File: config.mk
export PLATFORM = sky130hd
export DESIGN_NAME = hand_display_auditor
export DESIGN_NICKNAME = d
export VERILOG_FILES = /design/src/rtl/card_pkg.sv /design/src/rtl/seg7_to_card.sv /design/src/rtl/hand_display_auditor.sv
export SDC_FILE = /design/constraint.sdc
export NUM_CORES = 1
export LEC_CHECK = 0
export ABC_CLOCK_PERIOD_IN_PS = 3800
export CAP_MARGIN = 20
export CORE_ASPECT_RATIO = 0.75
export CORE_MARGIN = 10
export CORE_UTILIZATION = 50
export CTS_CLUSTER_DIAMETER = 50
export DETAILED_ROUTE_END_ITERATION = 8
export GPL_TIMING_DRIVEN = 1
export HOLD_SLACK_MARGIN = 0.15
export PLACE_DENSITY = 0.82
export SKIP_CTS_REPAIR_TIMING = 1
export SLEW_MARGIN = 20
export SYNTH_ARGS = -nofsm -noshare
export SYNTH_HDL_FRONTEND = slang
export SYNTH_SLANG_ARGS = --single-unit
File: constraint.sdc
create_clock -name CLOCK_50 -period 3.8 [get_ports CLOCK_50]
set_input_delay 0.76 -clock CLOCK_50 [delete_from_list [all_inputs] [get_ports CLOCK_50]]
set_output_delay 0.76 -clock CLOCK_50 [all_outputs]
set_load 0.005 [all_outputs]
File: src/rtl/card_pkg.sv
// Shared card encodings for the display auditor: rank enum, segment
// patterns (active-low {g,f,e,d,c,b,a}), FSM state enum and scoring helpers.
package card_pkg;

  typedef enum logic [3:0] {
    RANK_BLANK = 4'd0,
    RANK_ACE   = 4'd1,
    RANK_TWO   = 4'd2,
    RANK_THREE = 4'd3,
    RANK_FOUR  = 4'd4,
    RANK_FIVE  = 4'd5,
    RANK_SIX   = 4'd6,
    RANK_SEVEN = 4'd7,
    RANK_EIGHT = 4'd8,
    RANK_NINE  = 4'd9,
    RANK_TEN   = 4'd10,
    RANK_JACK  = 4'd11,
    RANK_QUEEN = 4'd12,
    RANK_KING  = 4'd13
  } card_rank_e;

  localparam logic [6:0] SEG_ACE   = 7'b0001000;
  localparam logic [6:0] SEG_TWO   = 7'b0100100;
  localparam logic [6:0] SEG_THREE = 7'b0110000;
  localparam logic [6:0] SEG_FOUR  = 7'b0011001;
  localparam logic [6:0] SEG_FIVE  = 7'b0010010;
  localparam logic [6:0] SEG_SIX   = 7'b0000010;
  localparam logic [6:0] SEG_SEVEN = 7'b1111000;
  localparam logic [6:0] SEG_EIGHT = 7'b0000000;
  localparam logic [6:0] SEG_NINE  = 7'b0010000;
  localparam logic [6:0] SEG_TEN   = 7'b1000000;
  localparam logic [6:0] SEG_JACK  = 7'b1100001;
  localparam logic [6:0] SEG_QUEEN = 7'b0011000;
  localparam logic [6:0] SEG_KING  = 7'b0001001;
  localparam logic [6:0] SEG_BLANK = 7'b1111111;

  typedef enum logic [1:0] {
    ST_IDLE   = 2'd0,
    ST_DECODE = 2'd1,
    ST_SCORE  = 2'd2,
    ST_REPORT = 2'd3
  } aud_state_e;

  // Baccarat point value: pips score face value, blank and ten/face score 0.
  function automatic logic [3:0] card_value(input card_rank_e r);
    return (r >= RANK_ACE && r <= RANK_NINE) ? 4'(r) : 4'd0;
  endfunction

  // Three-card sums never exceed 27, so two compare/subtract steps give mod 10.
  function automatic logic [4:0] mod10_27(input logic [4:0] a);
    if (a >= 5'd20)      return a - 5'd20;
    else if (a >= 5'd10) return a - 5'd10;
    else                 return a;
  endfunction

endpackage

File: src/rtl/seg7_to_card.sv
// Combinational decode of one active-low 7-segment pattern to a card rank.
module seg7_to_card
  import card_pkg::*;
(
  input  logic [6:0] seg,
  output card_rank_e rank,
  output logic       valid
);

  // Table lookup; unknown patterns decode to blank rank and flag invalid.
  always_comb begin
    rank  = RANK_BLANK;
    valid = 1'b1;
    case (seg)
      SEG_ACE:   rank = RANK_ACE;
      SEG_TWO:   rank = RANK_TWO;
      SEG_THREE: rank = RANK_THREE;
      SEG_FOUR:  rank = RANK_FOUR;
      SEG_FIVE:  rank = RANK_FIVE;
      SEG_SIX:   rank = RANK_SIX;
      SEG_SEVEN: rank = RANK_SEVEN;
      SEG_EIGHT: rank = RANK_EIGHT;
      SEG_NINE:  rank = RANK_NINE;
      SEG_TEN:   rank = RANK_TEN;
      SEG_JACK:  rank = RANK_JACK;
      SEG_QUEEN: rank = RANK_QUEEN;
      SEG_KING:  rank = RANK_KING;
      SEG_BLANK: rank = RANK_BLANK;
      default:   valid = 1'b0;
    endcase
  end

endmodule

File: src/rtl/hand_display_auditor.sv
// Display-level auditor: snapshots HEX0..5 and LEDR, decodes one digit per
// cycle, recomputes baccarat scores/winner and flags disagreement with LEDR.
module hand_display_auditor
  import card_pkg::*;
#(
  parameter int unsigned NUM_DIGITS = 6
) (
  input  logic                  CLOCK_50,
  input  logic                  reset,
  input  logic                  start,
  input  logic [6:0]            HEX0,
  input  logic [6:0]            HEX1,
  input  logic [6:0]            HEX2,
  input  logic [6:0]            HEX3,
  input  logic [6:0]            HEX4,
  input  logic [6:0]            HEX5,
  input  logic [9:0]            LEDR_in,
  output logic                  busy,
  output logic                  done,
  output logic [3:0]            player_score,
  output logic [3:0]            dealer_score,
  output logic                  player_win,
  output logic                  dealer_win,
  output logic [NUM_DIGITS-1:0] invalid_mask,
  output logic                  mismatch
);

  aud_state_e            state_q, state_d;
  logic [6:0]            hex_q [NUM_DIGITS];
  logic [6:0]            hex_d [NUM_DIGITS];
  logic [9:0]            ledr_q, ledr_d;
  logic [2:0]            idx_q, idx_d;
  logic [4:0]            p_acc_q, p_acc_d, d_acc_q, d_acc_d;
  logic                  busy_q, busy_d, done_q, done_d;
  logic [3:0]            ps_q, ps_d, ds_q, ds_d;
  logic                  pw_q, pw_d, dw_q, dw_d, mm_q, mm_d;
  logic [NUM_DIGITS-1:0] mask_q, mask_d;

  logic [6:0]            cur_seg;
  card_rank_e            cur_rank;
  logic                  cur_valid;
  logic                  cur_invalid;
  logic [3:0]            cur_val;

  // Select the captured digit addressed by the decode index.
  always_comb begin
    cur_seg = SEG_BLANK;
    for (int unsigned i = 0; i < NUM_DIGITS; i++)
      if (idx_q == 3'(i)) cur_seg = hex_q[i];
  end

  seg7_to_card u_dec (
    .seg   (cur_seg),
    .rank  (cur_rank),
    .valid (cur_valid)
  );

  // Blank is only a legal display on the third-card digits (HEX2, HEX5).
  always_comb begin
    cur_val     = card_value(cur_rank);
    cur_invalid = !cur_valid ||
                  (cur_rank == RANK_BLANK && !(idx_q == 3'd2 || idx_q == 3'd5));
  end

  // Next-state and datapath updates for IDLE -> DECODE -> SCORE -> REPORT.
  always_comb begin
    state_d = state_q;
    hex_d   = hex_q;
    ledr_d  = ledr_q;
    idx_d   = idx_q;
    p_acc_d = p_acc_q;
    d_acc_d = d_acc_q;
    busy_d  = busy_q;
    done_d  = 1'b0;
    ps_d    = ps_q;
    ds_d    = ds_q;
    pw_d    = pw_q;
    dw_d    = dw_q;
    mm_d    = mm_q;
    mask_d  = mask_q;
    case (state_q)
      ST_IDLE: begin
        if (start) begin
          hex_d[0] = HEX0;
          hex_d[1] = HEX1;
          hex_d[2] = HEX2;
          hex_d[3] = HEX3;
          hex_d[4] = HEX4;
          hex_d[5] = HEX5;
          ledr_d   = LEDR_in;
          idx_d    = '0;
          p_acc_d  = '0;
          d_acc_d  = '0;
          busy_d   = 1'b1;
          state_d  = ST_DECODE;
        end
      end
      ST_DECODE: begin
        if (idx_q < 3'd3) p_acc_d = p_acc_q + {1'b0, cur_val};
        else              d_acc_d = d_acc_q + {1'b0, cur_val};
        for (int unsigned i = 0; i < NUM_DIGITS; i++)
          if (idx_q == 3'(i)) mask_d[i] = cur_invalid;
        if (idx_q == 3'(NUM_DIGITS - 1)) state_d = ST_SCORE;
        else                             idx_d   = idx_q + 3'd1;
      end
      ST_SCORE: begin
        p_acc_d = mod10_27(p_acc_q);
        d_acc_d = mod10_27(d_acc_q);
        state_d = ST_REPORT;
      end
      ST_REPORT: begin
        ps_d    = p_acc_q[3:0];
        ds_d    = d_acc_q[3:0];
        pw_d    = (p_acc_q >= d_acc_q);
        dw_d    = (d_acc_q >= p_acc_q);
        mm_d    = (ledr_q != {(d_acc_q >= p_acc_q), (p_acc_q >= d_acc_q),
                              d_acc_q[3:0], p_acc_q[3:0]});
        done_d  = 1'b1;
        busy_d  = 1'b0;
        state_d = ST_IDLE;
      end
      default: state_d = ST_IDLE;
    endcase
  end

  // State and datapath registers; reset aborts any audit in flight.
  always_ff @(posedge CLOCK_50 or posedge reset) begin
    if (reset) begin
      state_q <= ST_IDLE;
      for (int unsigned i = 0; i < NUM_DIGITS; i++) hex_q[i] <= '0;
      ledr_q  <= '0;
      idx_q   <= '0;
      p_acc_q <= '0;
      d_acc_q <= '0;
      busy_q  <= 1'b0;
      done_q  <= 1'b0;
      ps_q    <= '0;
      ds_q    <= '0;
      pw_q    <= 1'b0;
      dw_q    <= 1'b0;
      mm_q    <= 1'b0;
      mask_q  <= '0;
    end else begin
      state_q <= state_d;
      hex_q   <= hex_d;
      ledr_q  <= ledr_d;
      idx_q   <= idx_d;
      p_acc_q <= p_acc_d;
      d_acc_q <= d_acc_d;
      busy_q  <= busy_d;
      done_q  <= done_d;
      ps_q    <= ps_d;
      ds_q    <= ds_d;
      pw_q    <= pw_d;
      dw_q    <= dw_d;
      mm_q    <= mm_d;
      mask_q  <= mask_d;
    end
  end

  assign busy         = busy_q;
  assign done         = done_q;
  assign player_score = ps_q;
  assign dealer_score = ds_q;
  assign player_win   = pw_q;
  assign dealer_win   = dw_q;
  assign invalid_mask = mask_q;
  assign mismatch     = mm_q;

endmodule

==> flow_metrics.tcl, run 1 <==
set metrics [dict create \
    status "complete, but fails checks" \
    design.die.area_um2 14900 \
    area_growth_pct 29.1 \
    relSlewSlack_pct 42.7 \
    ys_types 63 \
    crit_path_top_delay_cell "dfrtp_1" \
    period_share_pct 101 \
    peakVddDrop_mv 0.424 \
    drc 0 \
    worstPathRequired_ns 4.04 \
    failed_checks "negative setup slack" \
    finalCriticalPeriod_ns 3.86 \
    p_leak_nw 2.91 \
    numPortBuffers 73 \
    power_switching_share_pct 41.8 \
    critPathLaunchType "flip-flop" \
    use_met1_pct 25.0 \
    die_w_um 138 \
    syn_nets 585 \
    hp-class "reg -> reg" \
    drt_wl_total_mm 14.0 \
    netlist_instances 496 \
    cap_violations 0 \
    intPower_w 0.00358 \
    grtUsageMet3_pct 4.87 \
    core_region_area_um2 10200 \
    numCtsBuffers 9 \
    root_buffer "clkbuf_16" \
    cpPeakStageDelay_ns 0.45 \
    path_cells "inv_2 > ha_4 > buf_4 > nor3b_2 > o21ai_1 > a222oi_1 > buf_4 > o21a_1 > nor2_1 > o21ai_1 > a31oi_2 > nor2_2 > ha_2 > inv_1 > fa_2 > inv_1 > a21o_1 > a21oi_2 > a311o_1 > nand2_1 > o21ai_1" \
    h-tree-depth 3 \
    async_flop_share_pct 100 \
    drv_slew 0 \
    end_kind "flip-flop" \
    finClkSkew_ns 0.00956 \
    cts_tree "built" \
    start_util_pct 50.9 \
    antenna_left 0 \
    cp.arrival_ns 4.10 \
    fin_tns_setup_ns -0.120 \
    insertion_delay_ns 0.35 \
    antenna_found_initial 0 \
    finalPower_w 0.00615 \
    cts.sinks 86 \
    drive_gt1_share_pct 26.5 \
    wl_per_cell_um 18.9 \
    hold_ws_ns 0.488 \
    via_count 4344 \
    clkPwrFrac_pct 14.6 \
    pre_cts_ws_ns -0.119 \
    fin_ws_ns -0.0562 \
    yosysSeqAreaShare_pct 41.4 \
    synth.avg_cell_area_um2 10.5 \
    track_usage_pct 17.8 \
    drt_iter0_drc 464 \
    first_global_vias 4169 \
    clk_pin_slew_ns 0.07 \
    hold_viol_final 0 \
    synth_ff_type "dfrtp_1" \
    grt_pass1_wl_mm 21.2 \
    seqPwrFrac_pct 27.9 \
    num_rows 32 \
    grt_use_met2_pct 27.0 \
    path_common_cell "o21ai_1" \
    diodes 0 \
    finalWeightedCongestion 1.06 \
    viasPerCell 5.87 \
    cp.buffers_inverters 5 \
    ys_warn_count 0 \
    pwr-share-comb_pct 57.5 \
    synth_seq_cells 86 \
    path_delay_family "compound AO/OA/AOI/OAI gates" \
    cp_max_fo 6 \
    ios 74 \
    synth-edff-count 0 \
    power.switching_w 0.00257 \
    setup_violations 3 \
    critical_path_class "reg -> reg" \
    rsz0062_at_grt "yes" \
    die_y_um 108 \
    firstDrtPassIters 6 \
    clockBufferDepth 2 \
    synth_area_um2 5200 \
    nFillCells 808 \
    maxClockFrequency_mhz 259 \
    top_usage_layer "met2" \
    tightest_slew_ns 0.859 \
    fin_nets 688 \
    grt_overflow_total 0 \
    grt_max_degree 68 \
    powerDensity_nw_per_um2 917 \
    place_hpwl_mm 10.1 \
]
==> worst min-delay path: cells and delay by family, from the launching register on <==
kind             cells  cell delay (ns)
AND/OR/NAND/NOR      1             0.05
AO/OA/AOI/OAI        1             0.06
flip-flops           1             0.35
==> metrics by stage <==
| step | util (%) | cells | cell area [µm²] |
|---|---|---|---|
| after floorplan | - | 496 | 5200 |
| after global placement | 61.0 | 713 | 6220 |
| after detailed placement | 61.0 | 713 | 6230 |
| after CTS | 63.9 | 729 | 6530 |
| after global routing | 65.7 | 740 | 6710 |
| final | 65.7 | 740 | 6710 |
==> logic make-up after synthesis <==
| logic type | share of synthesized area [%] |
|---|---|
| compound gates | 16.5 |
| simple gates | 13.0 |
| fa+ha+maj | 8.48 |
| mux | 13.9 |
| buf+inv | 4.19 |
| flops | 41.4 |
| xor+xnor | 2.53 |
==> layer usage <==
layer  up-vias  share of wire (%)
li1       1996                  -
met1      2130                 45
met2       208                 46
met3        10                7.9
met4         0                1.0
met5         -                  0
==> registers in the layout, summed over array words and instances (netlist names) <==
signal and cells:
mismatch 1, p_acc_q 5, busy 1, hex_q 42, invalid_mask 6, d_acc_q 5
done 1, player_score 4, state_q 2, ledr_q 10, idx_q 3, dealer_win 1
dealer_score 4, player_win 1
==> layout by cell type, fill, tap and decap left out, types with 3 or more instances in the layout <==
cell type and instances:
dfrtp_1 85, clkdlybuf4s50_1 73, mux2_2 64, buf_4 43, nand2_1 42, a21oi_1 31
ha_1 27, inv_1 24, nor2_1 21, nor2b_1 15, xnor2_1 13, o21ai_0 12
o31ai_1 10, o21ai_1 10, clkbuf_16 9, nor3b_1 8, a21o_1 6, nand3_1 6
o22ai_1 6, nor3_1 5, a22oi_1 4, nand4_1 4, ha_4 4, a22o_1 3
nor3b_2 3, nor2_2 3, a222oi_1 3, o311ai_2 3, o211ai_1 3, clkinv_4 3
clkinv_2 3
==> worst paths after layout <==
check | start | to | slack, ns | cells after the start
setup / recovery | idx_q[1]$_DFFE_PP0P_ | d_acc_q[4]$_DFFE_PP0P_ | -0.06 | 21
hold / removal | invalid_mask[1]$_DFFE_PP0P_ | invalid_mask[1]$_DFFE_PP0P_ | 0.49 | 2
setup reg to reg | idx_q[1]$_DFFE_PP0P_ | d_acc_q[4]$_DFFE_PP0P_ | -0.06 | 21
hold reg to reg | invalid_mask[1]$_DFFE_PP0P_ | invalid_mask[1]$_DFFE_PP0P_ | 0.49 | 2
max in group asynchronous | reset | hex_q[23]$_DFFE_PP0P_ | 2.28 | 3
min in group asynchronous | reset | dealer_score[3]$_DFFE_PP0P_ | 0.83 | 2
==> cells in the mapped netlist (6+ instances only) <==
cell type / count / share of area, %
nand3_1: 6 / 0.58
nor3b_1: 8 / 1.2
xnor2_1: 14 / 2.4
a21oi_1: 33 / 3.2
inv_1: 27 / 2.0
nand2_1: 43 / 3.1
o22ai_1: 6 / 0.72
dfrtp_1: 86 / 41
a21o_1: 6 / 0.87
ha_1: 32 / 7.7
o31ai_1: 10 / 1.4
nor2_1: 22 / 1.6
nor2b_1: 15 / 1.8
buf_2: 6 / 0.58
o21ai_0: 14 / 1.3
o21ai_1: 9 / 0.87
mux2_2: 64 / 14
clkbuf_1: 10 / 0.72
==> power by group through the flow <==
stage / clock network [W] / logic (W) / registers, W
3_3_place_gp: 0 / 0.00316 / 0.00169
6_report: 0.000897 / 0.00354 / 0.00172
4_1_cts: 0.000912 / 0.00330 / 0.00170
5_1_grt: 0.000950 / 0.00384 / 0.00176
2_1_floorplan: 0 / 0.00228 / 0.00159
3_5_place_dp: 0 / 0.00326 / 0.00172
==> area by class of cell <==
type | instances | area [µm²] | area share (%)
timing repair buffer | 116 | 1050 | 15.7
multi-input combinational | 359 | 2920 | 43.6
clock buffer | 9 | 225 | 3.36
clock inverter | 7 | 73.8 | 1.10
inverter | 27 | 109 | 1.62
tap | 136 | 170 | 2.54
sequential | 86 | 2150 | 32.1
Power figures use the tool's default switching activity.
==> run 2: changes to the inputs <==
--- a/config.mk
+++ b/config.mk
@@ -6,9 +6,8 @@
 export NUM_CORES = 1
 export LEC_CHECK = 0
 export ABC_CLOCK_PERIOD_IN_PS = 3800
-export CAP_MARGIN = 20
 export CORE_ASPECT_RATIO = 0.75
-export CORE_MARGIN = 10
+export CORE_MARGIN = 5
 export CORE_UTILIZATION = 50
 export CTS_CLUSTER_DIAMETER = 50
 export DETAILED_ROUTE_END_ITERATION = 8
==> flow_metrics.tcl, run 2 (same netlist as run 1, synthesis figures left out) <==
set metrics [dict create \
    status "complete, no violations" \
    drc 0 \
    viasPerCell 5.82 \
    cts.sinks 86 \
    cp_max_fo 6 \
    clk_pin_slew_ns 0.06 \
    end_kind "flip-flop" \
    finalPower_w 0.00616 \
    via_count 4305 \
    peakVddDrop_mv 0.401 \
    largest_register "hex_q" \
    pre_cts_ws_ns -0.193 \
    design.die.area_um2 12600 \
    h-tree-depth 3 \
    path_delay_family "compound AO/OA/AOI/OAI gates" \
    antenna_found_initial 0 \
    wl_per_cell_um 18.5 \
    nFillCells 769 \
    p_leak_nw 2.91 \
    antenna_left 0 \
    grt_overflow_total 0 \
    grt_max_degree 49 \
    start_util_pct 50.9 \
    first_global_vias 4319 \
    cp.arrival_ns 3.96 \
    use_met1_pct 31.6 \
    clockBufferDepth 2 \
    track_usage_pct 21.5 \
    setup_violations 0 \
    final_util_pct 66.1 \
    cpPeakStageDelay_ns 0.42 \
    cap_violations 0 \
    hold_viol_final 0 \
    numPortBuffers 73 \
    layout.cells.most_common_list "dfrtp_1 (85), clkdlybuf4s50_1 (73), mux2_2 (64), buf_4 (43), nand2_1 (42)" \
    critPathLaunchType "flip-flop" \
    core_region_area_um2 10200 \
    num_rows 32 \
    placed_area_um2 6250 \
    drv_slew 0 \
    place_hpwl_mm 9.97 \
    worstPathRequired_ns 4.02 \
    grt_pass1_wl_mm 21.7 \
    powerDensity_nw_per_um2 914 \
    layout_commonest_cell "dfrtp_1" \
    fin_tns_setup_ns 0 \
    drt_wl_total_mm 13.7 \
    grtUsageMet3_pct 4.21 \
    crit_path_top_delay_cell "a222oi_1" \
    die_w_um 128 \
    top_usage_layer "met2" \
    ios 74 \
    cts_tree "built" \
    root_buffer "clkbuf_16" \
    finalWeightedCongestion 0.922 \
    firstDrtPassIters 5 \
    insertion_delay_ns 0.34 \
    grt_use_met2_pct 32.8 \
    cp.buffers_inverters 4 \
    path_cells "inv_2 > ha_4 > buf_6 > nor2b_1 > o21ai_1 > a222oi_1 > o21ai_1 > nor2_2 > a22oi_1 > o32a_1 > nor2_2 > ha_2 > inv_1 > fa_2 > inv_1 > a21o_1 > a21oi_2 > a311o_1 > nand2_1 > o21ai_0" \
    fin_area_um2 6750 \
    area_growth_pct 29.8 \
    drive_gt1_share_pct 27.6 \
    hp-class "reg -> reg" \
    numCtsBuffers 9 \
    die_y_um 98.3 \
    rsz0062_at_grt "yes" \
    period_share_pct 98.4 \
    tightest_slew_ns 0.893 \
    maxClockFrequency_mhz 267 \
    critical_path_class "reg -> reg" \
    drt_iter0_drc 323 \
    relSlewSlack_pct 40.0 \
    largest_reg_flops 42 \
    fin_ws_ns 0.0608 \
    finClkSkew_ns 0.00809 \
    fin_nets 690 \
    finalCriticalPeriod_ns 3.74 \
    diodes 0 \
]
-- run 2: cell count changes in the layout (fill, tap and decap cells not counted), sizes merged --
cell / delta
buf: +2
clkbuf: +1
clkinv: -4
clkinvlp: +2
inv: -1
-- run 2: stage by stage --
| step | instances | hold WS [ns] |
|---|---|---|
| floorplan | 496 | 0.470 |
| global placement | 716 | 0.461 |
| detailed placement | 716 | 0.475 |
| CTS | 730 | 0.488 |
| global route | 740 | 0.516 |
| finish | 740 | 0.477 |
-- run 2: path summary, 6_finish.rpt --
kind | from | end | slack (ns) | depth (start not counted)
worst min-delay path | invalid_mask[5]$_DFFE_PP0P_ | invalid_mask[5]$_DFFE_PP0P_ | 0.48 | 2
worst max register to register | idx_q[1]$_DFFE_PP0P_ | d_acc_q[4]$_DFFE_PP0P_ | 0.06 | 20
worst max-delay path | idx_q[1]$_DFFE_PP0P_ | d_acc_q[4]$_DFFE_PP0P_ | 0.06 | 20
max in group asynchronous | reset | idx_q[0]$_DFFE_PP0P_ | 2.19 | 3
min in group asynchronous | reset | hex_q[1]$_DFFE_PP0P_ | 0.84 | 2
worst min register to register | invalid_mask[5]$_DFFE_PP0P_ | invalid_mask[5]$_DFFE_PP0P_ | 0.48 | 2
-- run 2: final cells by class --
| class | count | area (µm²) | share of cell area (%) |
|---|---|---|---|
| tap | 136 | 170 | 2.52 |
| inverter | 27 | 105 | 1.56 |
| sequential | 86 | 2150 | 31.9 |
| clock buffer | 10 | 229 | 3.39 |
| timing repair buffer | 118 | 1080 | 16.0 |
| multi-input combinational | 359 | 2960 | 43.9 |
| clock inverter | 4 | 50.0 | 0.742 |
-- run 2: layer usage --
metal,up-vias,share of wire (%)
li1,2004,-
met4,0,1.4
met1,2116,47
met2,167,46
met3,18,6.1
met5,-,0
-- run 2: worst min-delay path, stage by stage, from the launching register on --
cell and delay (ns):
dfrtp_1 0.34, nand2_1 0.05, o31ai_1 0.05
-- run 2: where the power goes --
part           switching, W  total [W]  leakage [nW]  internal, W
Combinational       0.00185    0.00360          1.73      0.00175
Clock              0.000345   0.000845         0.130     0.000500
Sequential         0.000367    0.00172          1.04      0.00135
Total               0.00256    0.00616          2.91      0.00360
